`config.mk`:
```
export PLATFORM = sky130hd
export DESIGN_NAME = pc_redirect_unit
export DESIGN_NICKNAME = d
export VERILOG_FILES = /design/src/rtl/pc_redirect_unit.sv
export SDC_FILE = /design/constraint.sdc
export NUM_CORES = 1
export LEC_CHECK = 0
export BUFFER_PORTS_ARGS = -buffer_cell sky130_fd_sc_hd__buf_4
export CAP_MARGIN = 20
export CORE_UTILIZATION = 55
export CTS_BUF_LIST = sky130_fd_sc_hd__clkbuf_8
export CTS_CLUSTER_SIZE = 40
export DETAILED_ROUTE_END_ITERATION = 10
export PLACE_DENSITY_LB_ADDON = 0.1
export SETUP_SLACK_MARGIN = 0.15
export SLEW_MARGIN = 20
export SYNTH_ARGS = -nofsm -noshare
export SYNTH_HDL_FRONTEND = slang
export SYNTH_SLANG_ARGS = --single-unit
```
`constraint.sdc`:
```
create_clock -name clk -period 4.7 [get_ports clk]
set_input_delay 0.47 -clock clk [delete_from_list [all_inputs] [get_ports clk]]
set_output_delay 0.47 -clock clk [all_outputs]
set_load 0.01 [all_outputs]
```
`src/rtl/pc_redirect_unit.sv`:
```
// pc_redirect_unit: fetch PC register plus redirect sequencer (RUN/HOLD/FLUSH).
// Ports: clk/rst (sync, active-high); stall, is_branch, branch_target in;
//        pc, pc_valid, flush_if, flush_id, misalign, busy, redirect_count out (all registered).
module pc_redirect_unit #(
  parameter logic [31:0] RESET_PC     = 32'h0000_0000,
  parameter int          FLUSH_CYCLES = 2,
  parameter int          CNT_W        = 16
) (
  input  logic             clk,
  input  logic             rst,
  input  logic             stall,
  input  logic             is_branch,
  input  logic [31:0]      branch_target,
  output logic [31:0]      pc,
  output logic             pc_valid,
  output logic             flush_if,
  output logic             flush_id,
  output logic             misalign,
  output logic             busy,
  output logic [CNT_W-1:0] redirect_count
);

  localparam int FW = $clog2(FLUSH_CYCLES + 1);

  typedef enum logic [1:0] {
    ST_RUN   = 2'd0,
    ST_HOLD  = 2'd1,
    ST_FLUSH = 2'd2
  } state_t;

  state_t            state_q, state_d;
  logic [31:0]       pc_q, pc_d;
  logic [31:0]       pend_q, pend_d;
  logic [FW-1:0]     fcnt_q, fcnt_d;
  logic [CNT_W-1:0]  cnt_q, cnt_d;
  logic              pc_valid_q, pc_valid_d;
  logic              flush_q, flush_d;
  logic              misalign_q, misalign_d;

  logic              req_ok;
  logic              req_bad;
  logic              redirect;
  logic [31:0]       redirect_pc;

  // Requests are only classified while in RUN; HOLD and FLUSH ignore is_branch.
  assign req_ok  = (state_q == ST_RUN) && is_branch && (branch_target[1:0] == 2'b00);
  assign req_bad = (state_q == ST_RUN) && is_branch && (branch_target[1:0] != 2'b00);

  // A redirect happens either straight from RUN or on stall release out of HOLD.
  always_comb begin
    redirect    = 1'b0;
    redirect_pc = branch_target;
    if (!stall) begin
      if (req_ok) begin
        redirect    = 1'b1;
        redirect_pc = branch_target;
      end else if (state_q == ST_HOLD) begin
        redirect    = 1'b1;
        redirect_pc = pend_q;
      end
    end
  end

  // Next-state logic.
  always_comb begin
    state_d = state_q;
    if (redirect) begin
      state_d = (FLUSH_CYCLES > 1) ? ST_FLUSH : ST_RUN;
    end else begin
      case (state_q)
        ST_RUN:   if (req_ok && stall) state_d = ST_HOLD;
        ST_HOLD:  state_d = ST_HOLD;
        ST_FLUSH: if (!stall && fcnt_q <= FW'(1)) state_d = ST_RUN;
        default:  state_d = ST_RUN;
      endcase
    end
  end

  // Datapath next values.
  always_comb begin
    pc_d       = pc_q;
    pend_d     = pend_q;
    fcnt_d     = fcnt_q;
    cnt_d      = cnt_q;
    pc_valid_d = 1'b1;
    flush_d    = 1'b0;
    misalign_d = req_bad;

    if (redirect) begin
      pc_d    = redirect_pc;
      flush_d = 1'b1;
      fcnt_d  = FW'(FLUSH_CYCLES - 1);
      if (cnt_q != {CNT_W{1'b1}}) cnt_d = cnt_q + 1'b1;
    end else if (state_q == ST_RUN && req_ok && stall) begin
      pend_d = branch_target;
    end else if (!stall && state_q != ST_HOLD) begin
      // RUN without a valid request, or FLUSH: sequential fetch with wrap.
      pc_d = pc_q + 32'd4;
      if (state_q == ST_FLUSH && fcnt_q != '0) fcnt_d = fcnt_q - 1'b1;
    end
  end

  always_ff @(posedge clk) begin
    if (rst) begin
      state_q    <= ST_RUN;
      pc_q       <= RESET_PC;
      pend_q     <= '0;
      fcnt_q     <= '0;
      cnt_q      <= '0;
      pc_valid_q <= 1'b0;
      flush_q    <= 1'b0;
      misalign_q <= 1'b0;
    end else begin
      state_q    <= state_d;
      pc_q       <= pc_d;
      pend_q     <= pend_d;
      fcnt_q     <= fcnt_d;
      cnt_q      <= cnt_d;
      pc_valid_q <= pc_valid_d;
      flush_q    <= flush_d;
      misalign_q <= misalign_d;
    end
  end

  assign pc             = pc_q;
  assign pc_valid       = pc_valid_q;
  assign flush_if       = flush_q;
  assign flush_id       = flush_q;
  assign misalign       = misalign_q;
  assign busy           = (state_q != ST_RUN);
  assign redirect_count = cnt_q;

endmodule

```
Word-level counts from Yosys, hierarchy flattened
Index checks and enable logic that the tools add are counted.
Widths: inputs -> output; s select.
- reductions and logical operators: 25
- multiplexer cells: 19
- bitwise operators: 2
- magnitude comparators: 1
- add/sub/neg operators: 3
- equal/unequal tests: 9
- operators by type and width (cell ; count):
    $mux 32 ; 6
    $add 32x3->32 const B ; 1
    $add 16x1->16 const B ; 1
    $ne 16x16->1 const B ; 1
    $reduce_and 2->1 ; 5
    $reduce_bool 2->1 ; 5
    $logic_and 1x1->1 ; 9
    $mux 1 ; 9
    $mux 2 ; 3
    $pmux 2 s3 ; 1
    $reduce_and 3->1 ; 2
    $logic_not 2->1 ; 2
    $ne 2x1->1 const B ; 2
    $ne 2x2->1 const B ; 2
    $ne 3x2->1 const B ; 1
    $ne 3x3->1 const B ; 1
    $eq 2x1->1 const B ; 1
    $eq 2x2->1 const B ; 1
    $le 2x1->1 const B ; 1
    $not 1->1 ; 2
    $reduce_or 2->1 ; 1
    $sub 2x1->2 const B ; 1
    $logic_not 1->1 ; 1
- output and inout port bits: 53
- bits of input ports: 36
- register bits after elaboration: 87

Logic depth before layout (Yosys ltp)
- depth in word-level cells: 7
- mapped depth: 7
- depth with buffers taken out: 6

Worst setup path after synthesis
No wires, ideal clock.
- path kind: reg2reg
- start: register pc_q[2], in the netlist pc[2]
- end: register pc_q[26], in the netlist pc[26]
- setup slack: 2877 ps
- cell stages (with the launch flop): 7
- setup time: 95 ps
- arrival: 1728 ps
- period minus slack after synthesis: 1823 ps
- buffers on the path: 0
- data required time: 4605 ps
- path through: dfxtp_1 > ha_1 > nand3_1 > nor3_2 > nand4_1 > a21o_1 > a221oi_1
- cells in the longest elaborated chain, start to end: 4
- ends and longest elaborated chain (what ; line ; source):
    start: declaration ; 32 ; logic [31:0] pc_q, pc_d;
    start signal: assignment ; 115 ; pc_q <= pc_d;
    $add 32x3->32 ; 98 ; pc_d = pc_q + 32'd4;
    $mux 32 ; 96 ; end else if (!stall && state_q != ST_HOLD) begin
    $mux 32 ; 94 ; end else if (state_q == ST_RUN && req_ok && stall) begin
    $mux 32 ; 89 ; if (redirect) begin
Every way passes these cells. The select of a mux whose other input is x is not followed.
A chain may end at the register's enable or synchronous reset.

Worst setup path after layout
- start: register state_q[1]
- end: register pc_q[20], in the netlist pc[20]
- cells in the longest elaborated chain, start to end: 7
- elaborated cells on any way between the ends: 18
- ends and longest elaborated chain (what ; line ; source):
    start: declaration ; 31 ; state_t state_q, state_d;
    start signal: assignment ; 114 ; state_q <= state_d;
    $logic_not 2->1 ; 46, 94 ;
    $logic_and 1x1->1 (2 in series) ; 46 ; assign req_ok = (state_q == ST_RUN) && is_branch && (branch_target[1:0] == 2'b00);
    $mux 1 or $logic_and 1x1->1 (tied branches) ; 54, 94 ;
    $mux 1 or $logic_and 1x1->1 (tied branches) ; 53, 94 ;
    $ne 2x2->1 (no source line) or $reduce_bool 2->1 (tied branches) ; - ;
    $reduce_and 2->1 (no source line) ; - ;
Several ways; a longest one is shown, not always the timed one.

==> out/results.tsv <==
metric	value	unit
ir_drop	0.173	mV
synthToLayoutAreaGrowth	21.1	%
drc	0	
finalSetupViolCount	0	
period_needed	2460	ps
clkPwrFrac	0.403	
pwr_density_cell	302	mW/mm^2
post_synth.cell_area_avg	7.94	sq um
place_area	0.00506	sq mm
synthCells	552	
antenna_found_initial	0	
critPathLaunchType	flip-flop	
power_leakage	1.97	nW
cts_tree	done	
crit_buf_inv	0	
place_inst	712	
cts_hold_buffers	0	
rows	32	
die_x	91.3	um
hold_viol_final	0	
grt_remaining_overflow	0	
synthArstFlopShare	0	
ys_ff_latch	87	
synth_top_area_cell	dfxtp_1	
critPathCaptureType	flip-flop	
grt_pass1_wl	20500	um
hold_path.class	in2reg	
die_h	91.3	um
fmax	406	MHz
clockBufferDepth	2	
fin_crit_sh	0.524	
nets	661	
clock_latency	370	ps
cts_made_buffers	9	
cap_violations	0	
status	complete, no violations	
portBuffers	88	
seq_power_share	0.490	
vias_per_cell	6.22	
ys_top_cells_by_area	dfxtp_1 (40%), nand2_1 (7.8%), a21oi_1 (5.9%), nor2_1 (3.7%), xnor2_1 (3.0%)	
yosys_warnings	0	
routed_wl	12600	um
skew	13.5	ps
cp_data_arrival_time	2690	ps
grt_setup_unrepaired	no	
htree_levels	3	
diodes	0	
grt_pass1_vias	4181	
switching_share	0.254	
dp_hpwl	8460	um
fin_area	0.00531	sq mm
cts_root_buffer	clkbuf_8	
ys.flop_type	dfxtp_1	
slew_viol_final	0	
internal_power	1.20	mW
first_pass_iters	7	
criticalPathCategory	reg2reg	
die_area	0.00833	sq mm
cp_top_family	simple AND/OR/NAND/NOR gates	
cts.repair.resized	0	
critical_path_required	4930	ps
worstPathMaxFanout	20	
start_util	0.567	
crit_slowest_cell	or2_1	
avgRoutedWirePerCell	17.3	um
synth_top_cell_area_share	0.397	
cts.sinks	87	
grt_usage	0.308	
layout.cells.most_common_list	buf_4 (94), nand2_1 (90), dfxtp_1 (87)	
final_common_cell	buf_4	
ant_nets	0	
netlist_area	0.00438	sq mm
postCtsSetupRepairBufs	0	
ys_seq_area_frac	0.397	
dr_total_vias	4530	
setup_tns	0	ps
synth_nets	592	
synth_cell_types	64	
tightest_slew	786	ps
core	0.00773	sq mm
first_iter_violations	427	
hold_ws	350	ps
maxSlewHeadroom	0.476	
clk_pin_slew_worst_paths	90	ps
drive_gt1_frac	0.195	
ioPinCount	89	
p_switching	407	uW
place_congestion	0.915	
grt_max_degree	71	
final_cells	728	
slowest_delay	700	ps
crit_chain	nor4b_2 -> or2_1 -> a21oi_1 -> o311ai_0 -> o21ai_0	
power_frac_comb	0.108	
synth_edf_count	0	
==> worst register-to-register path, cell delays in order (launching register included) <==
cell      delay, ps
dfxtp_1         390
nor4b_2         600
or2_1           700
a21oi_1         340
o311ai_0        180
o21ai_0         140
==> metrics by stage <==
step / total power, mW / setup slack, ps / util
2_1_floorplan: 0.891 / 2880 / -
3_3_place_gp: 0.968 / 2030 / 0.655
3_5_place_dp: 0.972 / 1960 / 0.655
4_1_cts: 1.60 / 2090 / 0.687
5_1_grt: 1.66 / 2090 / 0.687
6_report: 1.60 / 2240 / 0.687
==> cell usage after synthesis, types with 2 or more instances <==
| cell | n |
|---|---|
| nand2_1 | 91 |
| dfxtp_1 | 87 |
| a21oi_1 | 52 |
| nor2_1 | 43 |
| o21ai_0 | 23 |
| clkbuf_1 | 21 |
| nand4_1 | 19 |
| nor3_1 | 19 |
| nand3_1 | 17 |
| xnor2_1 | 15 |
| inv_1 | 11 |
| nor4_1 | 11 |
| a221oi_1 | 10 |
| and3_1 | 9 |
| buf_2 | 8 |
| a22oi_1 | 7 |
| o211ai_1 | 6 |
| o221ai_1 | 6 |
| and4_1 | 5 |
| mux2i_1 | 5 |
| o22ai_1 | 5 |
| a21o_1 | 4 |
| and2_1 | 4 |
| buf_4 | 4 |
| ha_1 | 4 |
| nand2b_1 | 4 |
| nor3b_1 | 4 |
| o211a_1 | 4 |
| a31oi_1 | 3 |
| buf_1 | 3 |
| o2111ai_1 | 3 |
| o31ai_1 | 3 |
| a211oi_1 | 2 |
| a32o_1 | 2 |
| a41oi_1 | 2 |
| nor2b_1 | 2 |
| o21a_1 | 2 |
| o221a_2 | 2 |
| o311ai_0 | 2 |
| o31a_1 | 2 |
| or2_2 | 2 |
| or4_1 | 2 |
==> metal layers <==
metal / up-vias / share of wire / GRT usage
li1: 2165 / - / -
met1: 2143 / 0.44 / 0.413
met2: 202 / 0.47 / 0.494
met3: 20 / 0.066 / 0.0419
met4: 0 / 0.024 / 0.132
met5: - / 0 / 0
==> registers in the layout, indices dropped and copies added (netlist names) <==
register	cells
pend_q	32
flush_id	1
state_q	2
fcnt_q	2
redirect_count	16
pc	32
pc_valid	1
misalign	1
==> final timing paths <==
kind	endpoint	start	cells past startpoint	slack (ps)
worst max-delay path	pc[20]$_SDFFE_PP0P_	state_q[1]$_SDFFE_PP0P_	5	2240
worst min register to register	pend_q[12]$_SDFFE_PP0P_	pend_q[12]$_SDFFE_PP0P_	2	460
worst min-delay path	pend_q[8]$_SDFFE_PP0P_	branch_target[8]	3	350
worst max register to register	pc[20]$_SDFFE_PP0P_	state_q[1]$_SDFFE_PP0P_	5	2240
==> power groups by stage <==
stage	logic (mW)	clock network [mW]	registers (mW)
3_3_place_gp	0.168	0	0.800
5_1_grt	0.188	0.680	0.789
3_5_place_dp	0.171	0	0.802
6_report	0.173	0.646	0.785
2_1_floorplan	0.0890	0	0.802
4_1_cts	0.171	0.647	0.784
==> cell type report <==
type	count	area (sq um)
Fill cell	637	2420
Sequential cell	87	1740
Inverter	12	45.0
Tap cell	102	128
Timing Repair Buffer	94	706
Clock inverter	6	109
Multi-Input combinational cell	417	2440
Clock buffer	10	138
==> kinds of logic after synthesis <==
| kind of cell | after synthesis | synth area share |
|---|---|---|
| compound gates | 152 | 0.233 |
| simple gates | 241 | 0.270 |
| fa+ha+maj | 4 | 0.0114 |
| mux | 5 | 0.0114 |
| xor+xnor | 15 | 0.0300 |
| buf+inv | 48 | 0.0468 |
| flops | 87 | 0.397 |
Note: power is estimated with default switching activity, not from simulation.
